[src/rtl/div_unit_pkg.sv]
// Shared state codes and cycle constants for the iterative divider.
package div_unit_pkg;

  typedef enum logic [1:0] {
    DIV_IDLE = 2'd0,
    DIV_BUSY = 2'd1,
    DIV_DONE = 2'd2
  } div_state_t;

  localparam int DIV_DATA_W = 32;

  // Request-to-complete latency: one restoring step per bit plus the accept cycle.
  function automatic int div_cycles(input int w);
    return w + 1;
  endfunction

  localparam int DIV_CYCLES = div_cycles(DIV_DATA_W);

endpackage

[src/rtl/div_unit_if.sv]
// Request/result bundle between the E-stage (master) and the divider (slave).
interface div_unit_if #(
  parameter int DATA_W = 32
);
  logic              div;
  logic              div_signed;
  logic              div_cancel;
  logic [DATA_W-1:0] x;
  logic [DATA_W-1:0] y;
  logic              div_complete;
  logic [DATA_W-1:0] quotient;
  logic [DATA_W-1:0] remainder;

  modport master (
    output div, div_signed, div_cancel, x, y,
    input  div_complete, quotient, remainder
  );

  modport slave (
    input  div, div_signed, div_cancel, x, y,
    output div_complete, quotient, remainder
  );
endinterface

[src/rtl/div_unit_step.sv]
// One restoring-division step: shift in the next dividend bit, subtract the divisor if it fits.
module div_step #(
  parameter int DATA_W = 32
) (
  input  logic [DATA_W-1:0] i_rem,
  input  logic              i_bit,
  input  logic [DATA_W-1:0] i_dvs,
  output logic [DATA_W-1:0] o_rem,
  output logic              o_qbit
);
  logic [DATA_W:0] w_part;

  assign w_part = {i_rem, i_bit};
  assign o_qbit = (w_part >= {1'b0, i_dvs});
  // The true difference is below the divisor, so the DATA_W-bit wrap-around subtract is exact.
  assign o_rem  = o_qbit ? (w_part[DATA_W-1:0] - i_dvs) : w_part[DATA_W-1:0];
endmodule

[src/rtl/div_unit.sv]
// Radix-2 restoring divider for DIV/DIVU, one quotient bit per cycle, pulse on completion.
// Optional build macro DIV_EARLY_OUT_EN: finish at accept when |x| < |y|.
module div_unit
  import div_unit_pkg::*;
#(
  parameter int DATA_W = DIV_DATA_W
) (
  input  logic       clk,
  input  logic       resetn,
  div_unit_if.slave  bus
);
  localparam int CNT_W     = $clog2(DATA_W + 1);
  localparam int LAST_STEP = div_cycles(DATA_W) - 2;

  div_state_t        r_state;
  logic [CNT_W-1:0]  r_cnt;
  logic              r_complete;
  logic              r_q_neg;
  logic              r_r_neg;
  logic [DATA_W-1:0] r_quo;
  logic [DATA_W-1:0] r_remo;
  logic [DATA_W-1:0] r_dvd;
  logic [DATA_W-1:0] r_dvs;
  logic [DATA_W-1:0] r_rem;

  logic [DATA_W-1:0] w_abs_x;
  logic [DATA_W-1:0] w_abs_y;
  logic [DATA_W-1:0] w_rem_nxt;
  logic              w_qbit;
  logic              w_accept;
  logic              w_x_neg;
  logic              w_y_neg;

  function automatic logic [DATA_W-1:0] cond_neg(input logic [DATA_W-1:0] v, input logic neg);
    return neg ? (~v + DATA_W'(1)) : v;
  endfunction

  assign w_x_neg  = bus.div_signed & bus.x[DATA_W-1];
  assign w_y_neg  = bus.div_signed & bus.y[DATA_W-1];
  assign w_abs_x  = cond_neg(bus.x, w_x_neg);
  assign w_abs_y  = cond_neg(bus.y, w_y_neg);
  assign w_accept = (r_state == DIV_IDLE) && bus.div && !bus.div_cancel;

  div_step #(.DATA_W(DATA_W)) u_step (
    .i_rem  (r_rem),
    .i_bit  (r_dvd[DATA_W-1]),
    .i_dvs  (r_dvs),
    .o_rem  (w_rem_nxt),
    .o_qbit (w_qbit)
  );

  // Control and result registers; cancel overrides every state, including a same-cycle accept.
  always_ff @(posedge clk or negedge resetn) begin
    if (!resetn) begin
      r_state    <= DIV_IDLE;
      r_cnt      <= '0;
      r_complete <= 1'b0;
      r_q_neg    <= 1'b0;
      r_r_neg    <= 1'b0;
      r_quo      <= '0;
      r_remo     <= '0;
    end else begin
      r_complete <= 1'b0;
      if (bus.div_cancel) begin
        r_state <= DIV_IDLE;
        r_cnt   <= '0;
      end else begin
        case (r_state)
          DIV_IDLE: begin
            if (bus.div) begin
              r_q_neg <= w_x_neg ^ w_y_neg;
              r_r_neg <= w_x_neg;
              r_cnt   <= '0;
`ifdef DIV_EARLY_OUT_EN
              if (w_abs_x < w_abs_y) begin
                r_state    <= DIV_DONE;
                r_complete <= 1'b1;
                r_quo      <= '0;
                r_remo     <= bus.x;
              end else begin
                r_state <= DIV_BUSY;
              end
`else
              r_state <= DIV_BUSY;
`endif
            end
          end
          DIV_BUSY: begin
            r_cnt <= r_cnt + CNT_W'(1);
            if (r_cnt == CNT_W'(LAST_STEP)) begin
              r_state    <= DIV_DONE;
              r_complete <= 1'b1;
              r_quo      <= cond_neg({r_dvd[DATA_W-2:0], w_qbit}, r_q_neg);
              r_remo     <= cond_neg(w_rem_nxt, r_r_neg);
            end
          end
          // The request still high here belongs to the finishing instruction.
          DIV_DONE: r_state <= DIV_IDLE;
          default:  r_state <= DIV_IDLE;
        endcase
      end
    end
  end

  // Datapath shift registers: dividend bits leave at the top while quotient bits enter at the bottom.
  always_ff @(posedge clk) begin
    if (w_accept) begin
      r_dvd <= w_abs_x;
      r_dvs <= w_abs_y;
      r_rem <= '0;
    end else if (r_state == DIV_BUSY) begin
      r_dvd <= {r_dvd[DATA_W-2:0], w_qbit};
      r_rem <= w_rem_nxt;
    end
  end

  assign bus.div_complete = r_complete;
  assign bus.quotient     = r_quo;
  assign bus.remainder    = r_remo;
endmodule
[src/flat_wrapper.sv]
// flat-port wrapper written by rule: the top's interface ports become plain ports
module div_unit_flat import div_unit_pkg::*;
#(
  parameter int DATA_W = DIV_DATA_W
)
  (clk, resetn, bus_div, bus_div_signed, bus_div_cancel, bus_x, bus_y, bus_div_complete, bus_quotient, bus_remainder);
  div_unit_if #(.DATA_W(DATA_W)) bus_i ();
  input  logic clk;
  input  logic resetn;
  input wire logic [$bits(bus_i.div)-1:0] bus_div;
  input wire logic [$bits(bus_i.div_signed)-1:0] bus_div_signed;
  input wire logic [$bits(bus_i.div_cancel)-1:0] bus_div_cancel;
  input wire logic [$bits(bus_i.x)-1:0] bus_x;
  input wire logic [$bits(bus_i.y)-1:0] bus_y;
  output wire logic [$bits(bus_i.div_complete)-1:0] bus_div_complete;
  output wire logic [$bits(bus_i.quotient)-1:0] bus_quotient;
  output wire logic [$bits(bus_i.remainder)-1:0] bus_remainder;
  assign bus_i.div = bus_div;
  assign bus_i.div_signed = bus_div_signed;
  assign bus_i.div_cancel = bus_div_cancel;
  assign bus_i.x = bus_x;
  assign bus_i.y = bus_y;
  assign bus_div_complete = bus_i.div_complete;
  assign bus_quotient = bus_i.quotient;
  assign bus_remainder = bus_i.remainder;
  div_unit #(.DATA_W(DATA_W)) u_core (.clk(clk), .resetn(resetn), .bus(bus_i));
endmodule
[config.mk]
export PLATFORM = sky130hd
export DESIGN_NAME = div_unit_flat
export DESIGN_NICKNAME = d
export VERILOG_FILES = /design/src/rtl/div_unit_pkg.sv /design/src/rtl/div_unit_if.sv /design/src/rtl/div_unit_step.sv /design/src/rtl/div_unit.sv /design/src/flat_wrapper.sv
export SDC_FILE = /design/constraint.sdc
export NUM_CORES = 1
export LEC_CHECK = 0
export CAP_MARGIN = 10
export CORE_ASPECT_RATIO = 1.5
export CORE_UTILIZATION = 58
export CTS_CLUSTER_SIZE = 8
export DETAILED_ROUTE_END_ITERATION = 7
export GPL_ROUTABILITY_DRIVEN = 0
export PLACE_DENSITY = 0.82
export SLEW_MARGIN = 20
export SYNTH_ARGS = -nofsm -noshare
export SYNTH_HDL_FRONTEND = slang
export SYNTH_SLANG_ARGS = --single-unit
export TNS_END_PERCENT = 10
[constraint.sdc]
create_clock -name clk -period 5.3 [get_ports clk]
set_clock_uncertainty 0.15 [all_clocks]
set_input_delay 0.795 -clock clk [delete_from_list [all_inputs] [get_ports clk]]
set_output_delay 0.795 -clock clk [all_outputs]
set_load 0.02 [all_outputs]
==> results of run 1 <==
-- power by group through the flow --
stage / combinational, uW / clock (uW) / sequential [uW]
6_report: 3380 / 1240 / 1820
5_1_grt: 3630 / 1300 / 1840
4_1_cts: 3230 / 1240 / 1800
3_5_place_dp: 3200 / 0 / 1830
3_3_place_gp: 3150 / 0 / 1820
2_1_floorplan: 2380 / 0 / 1770
-- worst min-delay path, stage by stage (launching register included) --
cell and delay [ns]:
dfrtp_1 0.35, nand2_1 0.04, o21ai_0 0.06
-- flip-flops by register name, indices dropped and copies added (netlist names) --
register                 count
u_core.r_dvs                32
u_core.bus.quotient         32
u_core.r_rem                32
u_core.bus.remainder        32
u_core.r_r_neg               1
u_core.bus.div_complete      1
u_core.r_cnt                 6
u_core.r_dvd                32
u_core.r_state               2
u_core.r_q_neg               1
-- per-stage QoR --
step                      power, uW  utilization, %  cells  hold slack [ns]  worst slack, ns
after global placement         4970            66.5   1715            0.312            0.507
after global routing           6780            69.5   1747            0.359            0.118
after detailed placement       5040            66.5   1715            0.323            0.320
after CTS                      6280            69.4   1747            0.339            0.290
final                          6440            69.5   1747            0.339            0.335
after floorplan                4150               -   1381            0.292            0.506
-- Yosys cell counts (all sizes together), types with 25 or more instances --
library cell	count	area, sq um
nor2	84	315
dfxtp	32	641
nor3	40	210
clkbuf	41	154
buf	28	173
ha	37	463
inv	58	220
xnor2	64	561
edfxtp	64	1920
a21oi	72	360
dfrtp	75	1880
o21ai	172	861
nand2	200	751
nand3	38	195
xor2	59	517
mux2i	29	303
o31ai	25	193
-- metal layers --
layer | GRT usage (%) | share of wire (%)
met5 | 0 | 0
met1 | 34.2 | 35
met3 | 6.23 | 5.6
met2 | 60.0 | 53
met4 | 22.7 | 6.8
-- worst max-delay path by stage --
stage                               end  cells past startpoint
4_1_cts        u_core.bus.remainder[28]                     16
6_report       u_core.bus.remainder[26]                     16
3_5_place_dp   u_core.bus.remainder[28]                     16
3_3_place_gp   u_core.bus.remainder[28]                     16
5_1_grt        u_core.bus.remainder[22]                     16
2_1_floorplan  u_core.bus.remainder[28]                     21
-- area by class of cell --
cell class / count / share of cell area (%)
well taps: 260 / 2.37
inverters: 59 / 1.63
repair buffers: 143 / 10.2
clock buffers: 18 / 3.12
multi-input cells: 1082 / 49.3
flip-flops and latches: 171 / 32.3
clock inverters: 14 / 1.08
-- cells by family after synthesis --
| logic type | after synthesis |
|---|---|
| buf+inv | 128 |
| xor+xnor | 123 |
| fa+ha+maj | 38 |
| simple gates | 499 |
| compound gates | 393 |
| mux | 29 |
| flops | 171 |
==> impl_metrics.toml, run 1 <==
[final_layout]
antennaDiodeCount = 0
drive_above_1_share_pct = 5.18
seq_area_sq_um = 4440
finalNetCount = 1581
synthToLayoutAreaGrowth_pct = 17.0
layout_common_cells = "200 x nand2_1, 159 x o21ai_0, 132 x clkdlybuf4s50_1, 84 x nor2_1, 75 x dfrtp_1"
final_area_sq_um = 13700
mostFrequentLayoutCell = "nand2_1"
multiInputGateArea_sq_um = 6780
nFillCells = 1609

[status]
status = "completed"

[die]
rows = 63
initial_core_util_pct = 59.4
fp.dieW_microns = 118
die-area_sq_um = 20800
io_pins = 134
dieHeight_microns = 176
core_sq_um = 19800

[yosys]
syn_nets = 1488
synth_compound_area_share_pct = 21.1
synth_area_sq_um = 11700
synth_edf_count = 64
ys_seq_area_share_pct = 37.8
ys_ff_latch = 171
ys_types = 88
synth_top_family_by_area = "compound AO/OA/AOI/OAI gates"
async_flop_share_pct = 43.9
syn_avg_cell_area_sq_um = 8.51
syn_inst = 1381
synthSimpleGateAreaFrac_pct = 20.6
yosysWarnings = 0
synthXorXnorAreaFrac_pct = 9.17
muxShareOfSynthArea_pct = 2.58
synth_ff_type = "dfrtp_1"
synth_fa_ha_area_share_pct = 4.11

[timing]
worst_pin_slew_ns = 0.977
setup_tns_ns = 0
rsz0062_at_grt = "false"
fin_crit_sh_pct = 93.7
max_freq_mhz = 201
maxSlewHeadroom_pct = 34.9
setup_violations = 0
min_period_ns = 4.96
hold_violations = 0
finalMaxSlewViolations = 0

[route]
drt_iter0_drc = 863
wl_per_cell_microns = 19.2
drcViolationCount = 0
drtAntennaViolNets = 0
vias = 10943
viasPerCell = 6.26
totalWireLength_microns = 33600
dr.pass1.iters = 6

[critical_path]
cp_cell_sequence = "ha_1 -> nand4_1 -> nor2_1 -> a41oi_1 -> o21ai_1 -> or3_2 -> o21ai_0 -> ha_1 -> nand2_1 -> a2111oi_2 -> o211ai_1 -> mux2i_4 -> o221ai_2 -> o41ai_2 -> xnor2_1 -> o21ai_1"
crit_slowest_cell = "or3_2"
crit_path_end_kind = "register"
crit_start = "u_core.r_rem[12]"
r2r-start = "u_core.r_rem[12]"
cp_slowest_stage_delay_ns = 0.65
r2r_end = "u_core.bus.remainder[26]"
cpLargestDelayFamily = "compound AO/OA/AOI/OAI gates"
worst_ep_arrival_time_ns = 5.13
cp_max_fo = 15
r2r_cells = 16
cp-start-kind = "register"
path_class = "reg2reg"
rrSetupSlack_ns = 0.34
cp_data_required_time_ns = 5.46
worst-path-buf-inv = 0

[worst_hold_path]
holdPathEnd = "u_core.bus.quotient[2]"
min_path_cells = 2
hp-class = "reg2reg"
min_from = "u_core.bus.quotient[2]"

[clocking]
cts_buffers = 17
cts_resized = 0
cts_setup_buffers = 0
tritoncts = "done"
cts_max_path_buffers = 2
clockRootBuffer = "clkbuf_16"
clock_latency_ns = 0.44
cts.sinks = 171
h-tree-depth = 4
clk_pin_slew_ns = 0.07
cts_hold_buf = 0

[power_and_ir_drop]
seqPwrFrac_pct = 28.3
comb_power_share_pct = 52.4
p_sw_share_pct = 47.4
p_int_uw = 3390
p_leak_uw = 0.00545
peakVddDrop_uv = 342
netSwitchingPower_uw = 3050
p_clk_share_pct = 19.3
p_per_area_nw_per_um2 = 469

[placed_design]
place_area_sq_um = 13200
place_hpwl_microns = 24700
portBuffers = 133

[job]
drv_cap = 0

[global_routing]
grt_pass1_vias = 10592
grt-ovfl-total = 0
antenna_found_initial = 0
grt_max_degree = 77
grt_pass1_wl_microns = 53500
gr-usage-all-layers_pct = 33.0
Power figures use the tool's default switching activity.
==> run 2: changes to the inputs <==
ABC_AREA = 1   (was unset)
GPL_ROUTABILITY_DRIVEN = unset   (was 0)
clock period = 5.6 ns   (was 5.3 ns; I/O delays follow)
==> run 2 against run 1 <==
Worst setup slack improved by 0.56 ns. Combinational power down 6.8%. Hold slack lost 0.28 ns. Register-to-register slack gained 0.56 ns. Critical endpoint is now u_core.bus.quotient[30]. Sequential cell count unchanged. Synthesized cell count up 22%. Sequential power down 7%.
==> impl_metrics.toml, run 2 <==
[final_layout]
mostFrequentLayoutCell = "nand2_1"
synthToLayoutAreaGrowth_pct = 16.9
drive_above_1_share_pct = 4.98
final_util_pct = 68.8
finalNetCount = 1900
antennaDiodeCount = 0
layout_common_cells = "482 x nand2_1, 193 x inv_1, 149 x nor2_1, 132 x clkdlybuf4s50_1, 129 x o21ai_0"

[global_routing]
gr-usage-all-layers_pct = 37.4
grt_max_degree = 96
grt_pass1_vias = 11553
antenna_found_initial = 0
grt_pass1_wl_microns = 59600
grt-ovfl-total = 0

[critical_path]
rrSetupSlack_ns = 0.90
crit_path_end_kind = "register"
cp-start-kind = "register"
r2r_cells = 25
worst_ep_arrival_time_ns = 4.84
cp_max_fo = 20
cp_data_required_time_ns = 5.74
path_class = "reg2reg"

[yosys]
synth_most_common_cell = "nand2_1"
ys_types = 50
async_flop_share_pct = 43.9
syn_nets = 1786
ys_top_cells_by_count = "482 x nand2_1, 193 x inv_1, 149 x nor2_1, 129 x o21ai_0, 124 x nand3_1"
synth_area_sq_um = 12000
ys_ff_latch = 171
syn_avg_cell_area_sq_um = 7.13
ys_seq_area_share_pct = 37.1
synth_top_area_share_pct = 16.0
synth_edf_count = 64
synth.area.top_cells = "edfxtp_1 16%, dfrtp_1 16%, nand2_1 15%"
synth_top_area_cell = "edfxtp_1"
syn_inst = 1679
yosysWarnings = 0
synth_ff_type = "dfrtp_1"

[placed_design]
routabilityCongestion = 1.00
place_hpwl_microns = 30400
portBuffers = 133
place_ws_ns = 0.990

[timing]
rsz0062_at_grt = "false"
worst_pin_slew_ns = 1.12
fin_crit_sh_pct = 83.9
setup_violations = 0
finalMaxSlewViolations = 0
max_freq_mhz = 213
min_period_ns = 4.70
setup_tns_ns = 0
fin_ws_ns = 0.900
maxSlewHeadroom_pct = 25.2
hold_violations = 0

[clocking]
cts_max_path_buffers = 2
cts_hold_buf = 0
cts_setup_buffers = 0
cts.sinks = 171
cts_buffers = 17
h-tree-depth = 4
clockRootBuffer = "clkbuf_16"
clock_latency_ns = 0.44
tritoncts = "done"
clk_pin_slew_ns = 0.07
cts_resized = 0

[route]
drcViolationCount = 0
dr.pass1.iters = 5
viasPerCell = 5.68
drtAntennaViolNets = 0
wl_per_cell_microns = 18.4
drt_iter0_drc = 882
vias = 11748
totalWireLength_microns = 38100

[die]
core_sq_um = 20300
initial_core_util_pct = 58.9
rows = 64
io_pins = 134
dieHeight_microns = 178
fp.dieW_microns = 119
die-area_sq_um = 21200

[power_and_ir_drop]
peakVddDrop_uv = 238
p_leak_uw = 0.00656
p_per_area_nw_per_um2 = 425

[job]
drv_cap = 0

[status]
status = "completed"

[worst_hold_path]
hp-class = "in2async"
## run 2: cell count changes after synthesis, sizes merged, moves of 21 or more
cell,before,now
a21oi,72,47
inv,58,198
mux2i,29,0
nand2,200,497
nand3,38,129
nor2,84,160
o21ai,172,150
or3,22,1
xnor2,64,33
xor2,59,80
## run 2: worst max-delay path, cell delays in order, from the launching register on
cell      delay (ns)
edfxtp_1        0.37
inv_1           0.13
ha_1            0.32
nand2_1         0.11
nand2_1         0.07
nand2_1         0.06
nand2_1         0.04
nand2_1         0.06
nand3_1         0.15
nand2_1         0.14
nand2_2         0.07
nand2_2         0.23
nand2_4         0.08
inv_2           0.27
ha_1            0.22
inv_1           0.06
nor3_1          0.20
nand3_1         0.14
nor3_1          0.29
nand3_1         0.21
nor2_1          0.14
inv_1           0.08
nor4_1          0.50
a31oi_1         0.19
xnor2_1         0.17
o21ai_0         0.08
## run 2: worst paths after layout
kind                                      endpoint                    start
setup / recovery           u_core.bus.quotient[30]          u_core.r_dvs[2]
hold / removal             u_core.bus.remainder[2]                   resetn
setup reg to reg           u_core.bus.quotient[30]          u_core.r_dvs[2]
hold reg to reg            u_core.bus.remainder[3]  u_core.bus.remainder[3]
max in group asynchronous  u_core.bus.quotient[27]                   resetn
min in group clk           u_core.bus.remainder[3]  u_core.bus.remainder[3]
## run 2: report_power, final
group          switching, uW  internal [uW]
clock                    522            584
sequential               217           1490
combinational           2170            980
## run 2: cells by family after synthesis
group | share of synthesized area (%)
and+or+nand+nor | 31.3
buffers and inverters | 8.28
AOI/OAI and AO/OA | 11.1
DFF | 37.1
xor gates and xnor gates | 8.26
adders and majority gates | 4.03
## run 2: layer usage
metal	wire length [microns]	vias up	GRT usage [%]	share of wire (%)
met5	0	-	0	0
met4	3650	0	33.0	9.6
met3	1630	169	4.83	4.3
met2	20100	425	69.4	53
met1	12700	5452	36.3	33
li1	-	5702	-	-
## run 2: area by class of cell
class / count / area, sq um
multi-input combinational: 1261 / 6550
fill: 1806 / 6340
sequential: 171 / 4440
timing repair buffer: 142 / 1400
inverter: 200 / 751
clock buffer: 20 / 447
tap: 264 / 330
clock inverter: 12 / 86.3
## run 2: per-stage QoR
step           power, uW  area [sq um]  cells  hold WS, ns
2_1_floorplan       3910         12000   1679        0.318
3_3_place_gp        4770         13500   2038        0.317
3_5_place_dp        4820         13500   2038        0.322
4_1_cts             5920         14000   2070       0.0435
5_1_grt             6380         14000   2070       0.0336
6_report            5950         14000   2070       0.0545
==> run 3: changes to the inputs <==
CORE_UTILIZATION = 52   (was 58)
PLACE_DENSITY = 0.78   (was 0.82)
clock period = 4.3 ns   (was 5.6 ns; I/O delays follow)
==> run 3 against run 2 <==
Die area increased by 11%. Sequential power up 28%. Critical path depth shrank 1. Largest power group unchanged. Count of clock-buffer cells in the layout up 3. First-iteration DRC count shrank 16%. Cell count up 1.3%.
==> impl_metrics.toml, run 3 (synthesis results as in run 2) <==
[power_and_ir_drop]
p_sw_share_pct = 47.3
p_int_uw = 4230
power_uw = 8030
p_leak_uw = 0.00667
p_per_area_nw_per_um2 = 564
comb_power_share_pct = 52.4
peakVddDrop_uv = 318
netSwitchingPower_uw = 3800
seqPwrFrac_pct = 27.2
p_clk_share_pct = 20.4

[placed_design]
place_hpwl_microns = 29500
dpl.cell_count = 2064
routabilityCongestion = 1.02
portBuffers = 133

[die]
io_pins = 134
dieHeight_microns = 188
fp.dieW_microns = 126
initial_core_util_pct = 53.3
rows = 67
die-area_sq_um = 23700
core_sq_um = 22500

[clocking]
cts.sinks = 171
tritoncts = "done"
cts_buffers = 17
clockRootBuffer = "clkbuf_16"
h-tree-depth = 4
clock_latency_ns = 0.45
cts_max_path_buffers = 2
cts_hold_buf = 0
clk_pin_slew_ns = 0.08

[global_routing]
grt_max_degree = 79
gr-usage-all-layers_pct = 32.7
grt-ovfl-total = 0
grt_pass1_wl_microns = 58900
antenna_found_initial = 0
grt_pass1_vias = 11506

[critical_path]
crit_path_end_kind = "register"
worst_ep_arrival_time_ns = 4.05
cpLargestDelayFamily = "simple AND/OR/NAND/NOR gates"
cp_max_fo = 4
r2r_end = "u_core.bus.quotient[22]"
crit_slowest_cell = "edfxtp_1"
path_class = "reg2reg"
cp_data_required_time_ns = 4.44
r2r-start = "u_core.r_dvs[6]"
cp_cell_sequence = "inv_1 -> ha_1 -> nand2_1 -> nand2_1 -> a21oi_2 -> nand3_1 -> nand2_1 -> nand2_2 -> nand2_2 -> nand2_4 -> inv_2 -> ha_1 -> inv_1 -> nor3_1 -> nand3_1 -> nor3_2 -> nand3_1 -> nor2_1 -> inv_1 -> nor4_1 -> buf_4 -> nor2_1 -> xnor2_1 -> o21ai_0"
cp_slowest_stage_delay_ns = 0.33
rrSetupSlack_ns = 0.39
r2r_cells = 24
cp-start-kind = "register"
crit_start = "u_core.r_dvs[6]"
worst-path-buf-inv = 5

[route]
viasPerCell = 5.53
dr.pass1.iters = 7
wl_per_cell_microns = 17.9
drt_iter0_drc = 737
drcViolationCount = 0
drtAntennaViolNets = 0
totalWireLength_microns = 37500
vias = 11594

[timing]
rsz0062_at_grt = "false"
maxSlewHeadroom_pct = 32.9
fin_crit_sh_pct = 91.0
worst_pin_slew_ns = 1.00
min_period_ns = 3.91
finalMaxSlewViolations = 0
setup_tns_ns = 0
hold_violations = 0
max_freq_mhz = 256
setup_violations = 0

[final_layout]
final_cells = 2097
drive_above_1_share_pct = 5.82
synthToLayoutAreaGrowth_pct = 18.9
finalNetCount = 1915
mostFrequentLayoutCell = "nand2_1"
layout_common_cells = "482 x nand2_1, 193 x inv_1, 149 x nor2_1, 132 x clkdlybuf4s50_1, 128 x o21ai_0"
final_util_pct = 63.4
antennaDiodeCount = 0

[status]
status = "completed"

[job]
drv_cap = 0

[worst_hold_path]
hp-class = "in2async"
## run 3: cell count changes in the layout (fill, tap and decap cells not counted), moves of 2 or more
cell	delta
bufinv_16	+2
inv_4	-4
buf_4	+14
clkinv_4	+2
clkinv_2	-2
clkbuf_16	+2
## run 3: cell type report
cell class / instances / area, sq um
Clock inverter: 9 / 125
Multi-Input combinational cell: 1261 / 6560
Tap cell: 276 / 345
Timing Repair Buffer: 157 / 1520
Sequential cell: 171 / 4440
Clock buffer: 23 / 500
Inverter: 200 / 751
Fill cell: 2049 / 8230
## run 3: per-layer routing
metal / global-route usage (%) / routed length [microns]
met5: 0 / 0
met4: 24.2 / 2810
met3: 4.56 / 1420
met2: 61.3 / 20100
met1: 32.2 / 13200
## run 3: power by group through the flow
| stage | Combinational (uW) | Clock [uW] | Sequential (uW) |
|---|---|---|---|
| floorplan | 2980 | 0 | 2120 |
| global placement | 4070 | 0 | 2200 |
| detailed placement | 4110 | 0 | 2210 |
| CTS | 4140 | 1650 | 2170 |
| global route | 4640 | 1710 | 2190 |
| finish | 4210 | 1640 | 2180 |
## run 3: how the worst max path moves through the flow
stage                                   end  slack, ns  cells past startpoint
floorplan           u_core.bus.quotient[28]       0.62                     23
global placement    u_core.bus.quotient[28]       0.31                     21
detailed placement  u_core.bus.quotient[28]       0.15                     21
CTS                 u_core.bus.quotient[28]       0.13                     21
global route        u_core.bus.quotient[28]       0.03                     22
finish              u_core.bus.quotient[22]       0.39                     24
## run 3: per-stage QoR
stage | hold slack [ns] | cell area [sq um] | setup WS (ns)
global route | 0.134 | 14200 | 0.0260
floorplan | 0.199 | 12000 | 0.616
global placement | 0.317 | 13600 | 0.310
detailed placement | 0.322 | 13600 | 0.146
finish | 0.0948 | 14200 | 0.387
CTS | 0.111 | 14200 | 0.127
## run 3: what timing repair did
action,4_1_cts,5_1_grt
gates resized for setup,0,2
buffers inserted,0,1
setup endpoints to repair,0,6
